==> src/rtl/cla_pkg.sv <==
// Shared definitions for the pipelined CLA subtractor.
//   CLA_DATA_WID    default operand/result width
//   cla_stage_wid() width of one pipeline slice (half the operand width)
//   `CLA_SAT_MAX(W) / `CLA_SAT_MIN(W)
//                   signed saturation limits for a W-bit result. Used only
//                   when CLA_SUB_SATURATE_EN is defined.
`ifndef CLA_PKG_SV
`define CLA_PKG_SV

`define CLA_SAT_MAX(W) {1'b0, {((W)-1){1'b1}}}
`define CLA_SAT_MIN(W) {1'b1, {((W)-1){1'b0}}}

package cla_pkg;

  localparam int unsigned CLA_DATA_WID = 64;

  function automatic int unsigned cla_stage_wid(input int unsigned data_wid);
    return data_wid / 2;
  endfunction

endpackage

`endif

==> src/rtl/cla_slice.sv <==
// Combinational carry-lookahead adder slice.
//   A, B      WID-bit addends
//   CarryIn   carry into bit 0
//   Sum       WID-bit sum
//   CarryOut  carry out of the top bit
// Each carry is built from the per-bit generate/propagate terms as a
// sum of products, so no carry depends on another carry.
module cla_slice #(
  parameter int unsigned WID = 32
) (
  input  logic [WID-1:0] A,
  input  logic [WID-1:0] B,
  input  logic           CarryIn,
  output logic [WID-1:0] Sum,
  output logic           CarryOut
);

  logic [WID-1:0] gen;
  logic [WID-1:0] prop;
  logic [WID:0]   carry;

  always_comb begin
    logic term;
    logic prop_run;
    gen      = A & B;
    prop     = A ^ B;
    carry    = '0;
    carry[0] = CarryIn;
    term     = 1'b0;
    prop_run = 1'b0;
    for (int unsigned i = 0; i < WID; i++) begin
      // carry[i+1] = g[i] | p[i]g[i-1] | p[i]p[i-1]g[i-2] | ... | p[i..0]cin
      term     = gen[i];
      prop_run = prop[i];
      for (int unsigned j = 1; j <= i; j++) begin
        term     = term | (prop_run & gen[i-j]);
        prop_run = prop_run & prop[i-j];
      end
      carry[i+1] = term | (prop_run & CarryIn);
    end
    Sum      = prop ^ carry[WID-1:0];
    CarryOut = carry[WID];
  end

endmodule

==> src/rtl/cla_pipe_subtractor.sv <==
// Two-stage pipelined subtractor: Difference = InputA - InputB - BorrowInput.
// The low half is resolved in stage 1. The registered inter-half carry
// feeds the high half in stage 2, which writes the output register.
// Ports:
//   Clock, Reset_n               clock, async active-low reset
//   InValid/InReady              operand handshake (InputA, InputB, BorrowInput)
//   OutValid/OutReady            result handshake
//   Difference                   result
//   BorrowOutput                 unsigned A < B + BorrowInput
//   Overflow                     signed overflow
//   Negative, Zero               sign and zero of Difference
// Optional: define CLA_SUB_SATURATE_EN to clamp Difference on signed
// overflow. Negative and Zero then follow the clamped value.
module cla_pipe_subtractor
  import cla_pkg::*;
#(
  parameter int unsigned DATA_WID = CLA_DATA_WID
) (
  input  logic                Clock,
  input  logic                Reset_n,
  input  logic                InValid,
  output logic                InReady,
  input  logic [DATA_WID-1:0] InputA,
  input  logic [DATA_WID-1:0] InputB,
  input  logic                BorrowInput,
  output logic                OutValid,
  input  logic                OutReady,
  output logic [DATA_WID-1:0] Difference,
  output logic                BorrowOutput,
  output logic                Overflow,
  output logic                Negative,
  output logic                Zero
);

  localparam int unsigned STAGE_WID = cla_stage_wid(DATA_WID);

  logic                 s1_valid;
  logic [STAGE_WID-1:0] s1_diff_lo;
  logic                 s1_carry;
  logic [STAGE_WID-1:0] s1_a_hi;
  logic [STAGE_WID-1:0] s1_b_hi;
  logic                 s2_valid;

  logic                 advance;
  logic [STAGE_WID-1:0] b_lo_n;
  logic [STAGE_WID-1:0] b_hi_n;
  logic [STAGE_WID-1:0] lo_sum;
  logic                 lo_carry;
  logic [STAGE_WID-1:0] hi_sum;
  logic                 hi_carry;
  logic [DATA_WID-1:0]  raw_diff;
  logic [DATA_WID-1:0]  res_nxt;
  logic                 ovf_nxt;

  // S1 may load whenever it is empty or it is about to move into S2.
  assign advance  = ~s2_valid | OutReady;
  assign InReady  = ~s1_valid | advance;
  assign OutValid = s2_valid;

  // Subtraction as A + ~B + ~BorrowInput.
  assign b_lo_n = ~InputB[STAGE_WID-1:0];
  assign b_hi_n = ~s1_b_hi;

  cla_slice #(.WID(STAGE_WID)) u_slice_lo (
    .A        (InputA[STAGE_WID-1:0]),
    .B        (b_lo_n),
    .CarryIn  (~BorrowInput),
    .Sum      (lo_sum),
    .CarryOut (lo_carry)
  );

  cla_slice #(.WID(STAGE_WID)) u_slice_hi (
    .A        (s1_a_hi),
    .B        (b_hi_n),
    .CarryIn  (s1_carry),
    .Sum      (hi_sum),
    .CarryOut (hi_carry)
  );

  always_comb begin
    raw_diff = {hi_sum, s1_diff_lo};
    ovf_nxt  = (s1_a_hi[STAGE_WID-1] != s1_b_hi[STAGE_WID-1]) &&
               (raw_diff[DATA_WID-1] != s1_a_hi[STAGE_WID-1]);
    res_nxt  = raw_diff;
`ifdef CLA_SUB_SATURATE_EN
    if (ovf_nxt) begin
      res_nxt = s1_a_hi[STAGE_WID-1] ? `CLA_SAT_MIN(DATA_WID) : `CLA_SAT_MAX(DATA_WID);
    end
`endif
  end

  always_ff @(posedge Clock or negedge Reset_n) begin
    if (!Reset_n) begin
      s1_valid   <= 1'b0;
      s1_diff_lo <= '0;
      s1_carry   <= 1'b0;
      s1_a_hi    <= '0;
      s1_b_hi    <= '0;
    end else if (InReady) begin
      s1_valid <= InValid;
      if (InValid) begin
        s1_diff_lo <= lo_sum;
        s1_carry   <= lo_carry;
        s1_a_hi    <= InputA[DATA_WID-1:STAGE_WID];
        s1_b_hi    <= InputB[DATA_WID-1:STAGE_WID];
      end
    end
  end

  always_ff @(posedge Clock or negedge Reset_n) begin
    if (!Reset_n) begin
      s2_valid     <= 1'b0;
      Difference   <= '0;
      BorrowOutput <= 1'b0;
      Overflow     <= 1'b0;
      Negative     <= 1'b0;
      Zero         <= 1'b0;
    end else if (advance) begin
      s2_valid <= s1_valid;
      if (s1_valid) begin
        Difference   <= res_nxt;
        BorrowOutput <= ~hi_carry;
        Overflow     <= ovf_nxt;
        Negative     <= res_nxt[DATA_WID-1];
        Zero         <= (res_nxt == '0);
      end
    end
  end

endmodule

==> config.mk <==
export PLATFORM = sky130hd
export DESIGN_NAME = cla_pipe_subtractor
export DESIGN_NICKNAME = d
export VERILOG_FILES = /design/src/rtl/cla_pkg.sv /design/src/rtl/cla_slice.sv /design/src/rtl/cla_pipe_subtractor.sv
export SDC_FILE = /design/constraint.sdc
export NUM_CORES = 1
export LEC_CHECK = 0
export ABC_AREA = 1
export BUFFER_PORTS_ARGS = -buffer_cell sky130_fd_sc_hd__buf_4
export CAP_MARGIN = 20
export CORE_AREA = 3 3 146 148
export DETAILED_ROUTE_END_ITERATION = 8
export DIE_AREA = 0 0 149 151
export HOLD_SLACK_MARGIN = 0.05
export PLACE_DENSITY = 0.81
export SLEW_MARGIN = 10
export SYNTH_ARGS = -nofsm -noshare
export SYNTH_HDL_FRONTEND = slang
export SYNTH_SLANG_ARGS = --single-unit
==> constraint.sdc <==
create_clock -name Clock -period 2.85 [get_ports Clock]
set_clock_uncertainty 0.1 [all_clocks]
set_input_delay 0.4275 -clock Clock [delete_from_list [all_inputs] [get_ports Clock]]
set_output_delay 0.4275 -clock Clock [all_outputs]
set_load 0.02 [all_outputs]
# Yosys cells after proc, flatten, opt, wreduce, memory -nomap -nowiden
# Index checks and enable logic that the tools add are counted.
[op_classes]
n_eq_ne = 2
bitwise_logic = 3118
reduce_logical = 4
[ops]
columns = ["op", "count"]
rows = [
  ["$and A1 B1 Y1", 2048],
  ["$or A1 B1 Y1", 1058],
  ["$xor A32 B32 Y32", 4],
  ["$and A32 B32 Y32", 2],
  ["$logic_not A64 Y1", 1],
  ["$not A32 Y32", 2],
  ["$not A1 Y1", 4],
  ["$reduce_and A2 Y1", 2],
  ["$ne A1 B1 Y1", 2],
  ["$logic_and A1 B1 Y1", 1],
]
[totals]
register_bits = 167
out_inout_bits = 70
elab_cells = 3135

# Longest topological paths before layout
[depth]
ltp_word = 37
depth_mapped = 20

# Cells and area by module
# A second synthesis with hierarchy kept.
[unflattened]
hier_cells = 1837
hier_area_um2 = 12540.8
[modules_own_cells]
columns = ["mod", "instances", "cells_each", "area_per_inst_um2", "seq_area_each_um2"]
rows = [
  ["cla_pipe_subtractor", 1, 674, 6771.5, 4154.0],
  ["cla_slice at u_slice_hi", 1, 591, 2914.0, 0.0],
  ["cla_slice at u_slice_lo", 1, 572, 2855.2, 0.0],
]

# Worst setup path before layout
# Ideal clock, no wire load.
[synth_path]
kind = "input port to flip-flop"
startpoint = "input InputB[9]"
endpoint = "register s1_diff_lo[24]"
arrival_time_ps = 2000
path_slack_ps = 632
stages = 14
path_buffers = 0
path_cell_list = "inv_1 > ha_1 > nand2_1 > nor2_1 > a21oi_1 > nand2_1 > nor2_1 > o21ai_1 > nand2_1 > nand2_1 > a21o_1 > or2_1 > nand3_1 > nand2_1"
[synth_via]
elab_chain_cells = 15
[synth_rtl]
columns = ["element", "line", "source"]
rows = [
  ["start: declaration", "cla_pipe_subtractor.sv:24", "input logic [DATA_WID-1:0] InputB,"],
  ["$not A32 Y32 (*)", "cla_pipe_subtractor.sv:61", "assign b_lo_n = ~InputB[STAGE_WID-1:0];"],
  ["$and A32 B32 Y32 or $xor A32 B32 Y32 (tied branches)", "cla_slice.sv:25, cla_slice.sv:26", ""],
  ["$and A1 B1 Y1 (on tied branches)", "cla_slice.sv:36, cla_slice.sv:37", ""],
  ["$or A1 B1 Y1, or another cell as far along (9 in a row)", "cla_slice.sv:36", "term = term | (prop_run & gen[i-j]);"],
  ["$or A1 B1 Y1 or $and A1 B1 Y1 (tied branches)", "cla_slice.sv:36, cla_slice.sv:39", ""],
  ["$or A1 B1 Y1 (*)", "cla_slice.sv:39", "carry[i+1] = term | (prop_run & CarryIn);"],
  ["$xor A32 B32 Y32 (*)", "cla_slice.sv:41", "Sum = prop ^ carry[WID-1:0];"],
  ["end signal: assignment", "cla_pipe_subtractor.sv:102", "s1_diff_lo <= lo_sum;"],
  ["end: declaration", "cla_pipe_subtractor.sv:38", "logic [STAGE_WID-1:0] s1_diff_lo;"],
]
# Mark *: on every way between the ends. The rest lies on a longest branch, timed or not.
# A chain may end at the register's enable or synchronous reset.

# Final worst setup path
[layout_path]
startpoint = "register s1_a_hi[3]"
endpoint = "register Zero"
[layout_via]
elab_chain_cells = 9
[layout_rtl]
columns = ["element", "line", "source"]
rows = [
  ["start: declaration", "cla_pipe_subtractor.sv:40", "logic [STAGE_WID-1:0] s1_a_hi;"],
  ["start signal: assignment", "cla_pipe_subtractor.sv:104", "s1_a_hi <= InputA[DATA_WID-1:STAGE_WID];"],
  ["$and A32 B32 Y32 or $xor A32 B32 Y32 (tied branches)", "cla_slice.sv:25, cla_slice.sv:26", ""],
  ["$and A1 B1 Y1 (on tied branches)", "cla_slice.sv:36, cla_slice.sv:37", ""],
  ["$or A1 B1 Y1, or another cell as far along (3 in a row)", "cla_slice.sv:36", ""],
  ["$or A1 B1 Y1 or $and A1 B1 Y1 (tied branches)", "cla_slice.sv:36, cla_slice.sv:39", ""],
  ["$or A1 B1 Y1", "cla_slice.sv:39", ""],
  ["$xor A32 B32 Y32 (*)", "cla_slice.sv:41", ""],
  ["$logic_not A64 Y1 (*)", "cla_pipe_subtractor.sv:125", "Zero <= (res_nxt == '0);"],
  ["end signal: assignment", "cla_pipe_subtractor.sv:125", ""],
  ["end: declaration", "cla_pipe_subtractor.sv:32", "output logic Zero"],
]
# Marks and branches as above.

==> impl_metrics.py <==
metrics = {
    "timing": {
        "slew_viol_final": 0,
        "holdWs_ns": 0.0851,
        "max_clock_freq_ghz": 0.371,
        "max_slew_margin_pct": 38.1,
        "worst_slew_pin_slew_ns": 0.928,
        "fin_setup_tns_ns": 0,
        "period_share_pct": 94.5,
        "fin_crit_ns": 2.69,
        "setup_violations": 0,
        "setup_ws_ns": 0.157,
        "hold_violations": 0,
    },
    "cells_and_area": {
        "n_antenna_cell": 0,
        "multiInputGateArea_mm2": 0.00645,
        "finalNonFillerCells": 2248,
        "final_layout_size_suffix_gt1_share_pct": 17.6,
        "fill_cells": 1678,
        "layout_commonest_cell": "nand2_1",
        "final_cell_mix": "nand2_1 (601), buf_4 (246), inv_1 (225)",
        "num-nets-final": 2166,
        "regArea_mm2": 0.00415,
        "syn2layout_area_growth_pct": 23.6,
    },
    "routing": {
        "firstDrtPassIters": 7,
        "drt-vias-per-instance": 5.63,
        "routed_wl_um": 38900,
        "post-route-drc-count": 0,
        "via_count": 12652,
        "wl_per_cell_um": 17.3,
        "antenna_left": 0,
        "drt_iter0_drc": 1038,
    },
    "synth": {
        "synth_edf_count": 0,
        "syn-num-nets": 1941,
        "ys.flop_type": "dfrtp_1",
        "synth_top_area_share_pct": 35.6,
        "syn_area_per_cell_um2": 6.69,
        "synth_cells": 1741,
        "synth_area_mm2": 0.0117,
        "yosysSeqAreaShare_pct": 35.6,
        "ys_ff_latch": 166,
        "synth_cell_type_count": 46,
        "synth_top_cell_by_area": "dfrtp_1",
        "async_flop_share_pct": 100,
        "yosysWarnings": 0,
        "synth_area_leaders": "dfrtp_1 (36%), nand2_1 (19%), inv_1 (7.3%)",
    },
    "place": {
        "gp_congestion": 1.03,
        "dpl.hpwl_um": 30200,
        "place_inst": 2216,
        "portBuffers": 202,
        "dp_slack_ns": 0.0582,
    },
    "clock_tree": {
        "htree_levels": 4,
        "cts_tree": "yes",
        "cts_root_buf": "clkbuf_16",
        "cts_buffer_depth": 2,
        "clock_sinks": 166,
        "clkTransAtPathRegs_ns": 0.07,
        "clk_latency_ns": 0.44,
        "cts_inserted_buffers": 17,
        "postCtsSetupBuffers": 0,
    },
    "floorplanning": {
        "rows": 52,
        "die-area_mm2": 0.0225,
        "chipWidth_um": 149,
        "coreArea_mm2": 0.0202,
        "pin_count": 203,
        "start_util_pct": 57.8,
        "die_h_um": 151,
    },
    "setup_path": {
        "critical_path_class": "register to register",
        "crit_buf_inv": 0,
        "cp-end-kind": "register",
        "critPathArrivalTime_ns": 2.97,
        "critPathTopFamily": "simple AND/OR/NAND/NOR gates",
        "critPathMaxFanout": 5,
        "max_stage_delay_ns": 0.42,
        "crit_chain": "ha_1 -> nand2_1 -> nand2_1 -> nor2_1 -> nand2_2 -> nand2_1 -> nand2_2 -> a21oi_2 -> nand2_1 -> nand2_1 -> nand2_1 -> nor2_1 -> nand3_1 -> nor2_1 -> nand2_1 -> nand2_1",
        "cp_common_cell": "nand2_1",
        "required_ns": 3.13,
        "critPathLaunchType": "register",
        "slowest_stage": "dfrtp_1",
    },
    "global_route": {
        "grt_pass1_vias": 12441,
        "grt_usage_pct": 34.2,
        "antenna_found_initial": 0,
        "grt-ovfl-total": 0,
        "grt_pass1_wl_um": 61300,
        "grt_start_max_net_pins": 99,
    },
    "power_and_ir_drop": {
        "p_leak_nw": 7.79,
        "ir_worst_vdd_mv": 0.450,
        "power_density_mw_per_mm2": 771,
    },
    "worst_hold_path": {
        "hold_class": "input port to register",
    },
    "outcome": {
        "status": "finished clean",
    },
    "flow_run": {
        "cap_violations": 0,
    },
}
cell families after synthesis:
| group | count (synthesis) | synth area share [%] |
|---|---|---|
| fa+ha+maj | 67 | 7.32 |
| buf+inv | 286 | 9.34 |
| simple gates | 964 | 34.9 |
| compound gates | 237 | 11.2 |
| xor+xnor | 21 | 1.58 |
| flops | 166 | 35.6 |
through the flow:
stage | power, W | utilization [%] | area (um2)
2_1_floorplan | 0.00643 | - | 11700
3_3_place_gp | 0.00834 | 68.0 | 13700
3_5_place_dp | 0.00843 | 68.0 | 13700
4_1_cts | 0.0110 | 71.3 | 14400
5_1_grt | 0.0117 | 71.4 | 14400
6_report | 0.0111 | 71.4 | 14400
report_power, final:
part / internal (W) / total (W) / switching, W
Clock: 0.00153 / 0.00251 / 0.000983
Sequential: 0.00300 / 0.00347 / 0.000469
Combinational: 0.00181 / 0.00512 / 0.00331
metal layers:
metal | up-vias | part of all wire [%] | global-route usage, %
met5 | - | 0 | 0
met4 | 0 | 5.8 | 18.9
met3 | 143 | 6.2 | 4.52
met2 | 624 | 49 | 60.1
met1 | 5877 | 39 | 40.5
li1 | 6008 | - | -
flip-flops by register name, summed over array words and instances (netlist names), 32 cells and up:
signal,flops
s1_diff_lo,32
Difference,64
s1_a_hi,32
s1_b_hi,32
final cells by class:
cell class	instances	share of cell area (%)
Multi-Input combinational cell	1289	44.8
Sequential cell	166	28.8
Timing Repair Buffer	250	13.2
Inverter	242	6.32
Clock buffer	19	3.15
Tap cell	270	2.35
Clock inverter	12	1.33
worst min-delay path, cell delays in order:
cell	delay, ns
buf_4	0.08
nand2_1	0.04
nand2_1	0.05
cell usage after synthesis (8+ instances only):
cell	n
nand2_2	18
inv_1	226
inv_2	13
a31oi_1	10
nor4_1	8
nor3_1	23
a21oi_1	63
nand2_1	605
o211ai_1	8
nand3_1	123
nand4_1	16
o22ai_1	8
clkbuf_1	36
nand3b_1	9
o21ai_1	10
dfrtp_1	166
o21ai_0	110
xor2_1	17
nor2_1	136
ha_1	65
path summary, 6_finish.rpt:
kind,startpoint,endpoint,slack [ns],depth (start not counted)
worst max-delay path,s1_a_hi[3],Zero,0.16,16
worst min-delay path,InputA[34],s1_a_hi[2],0.09,3
worst max register to register,s1_a_hi[3],Zero,0.16,16
worst min register to register,Difference[3],Difference[3],0.38,2
max in group asynchronous,Reset_n,s1_b_hi[27],1.46,3
min in group asynchronous,Reset_n,s1_a_hi[5],0.45,2
timing repair:
item | CTS | global route
resized for setup | 0 | 10
endpoints found under the setup margin | 0 | 1
hold buffers | 1 | 0
hold endpoints to repair | 63 | 0
(Power assumes the default switching activity.)
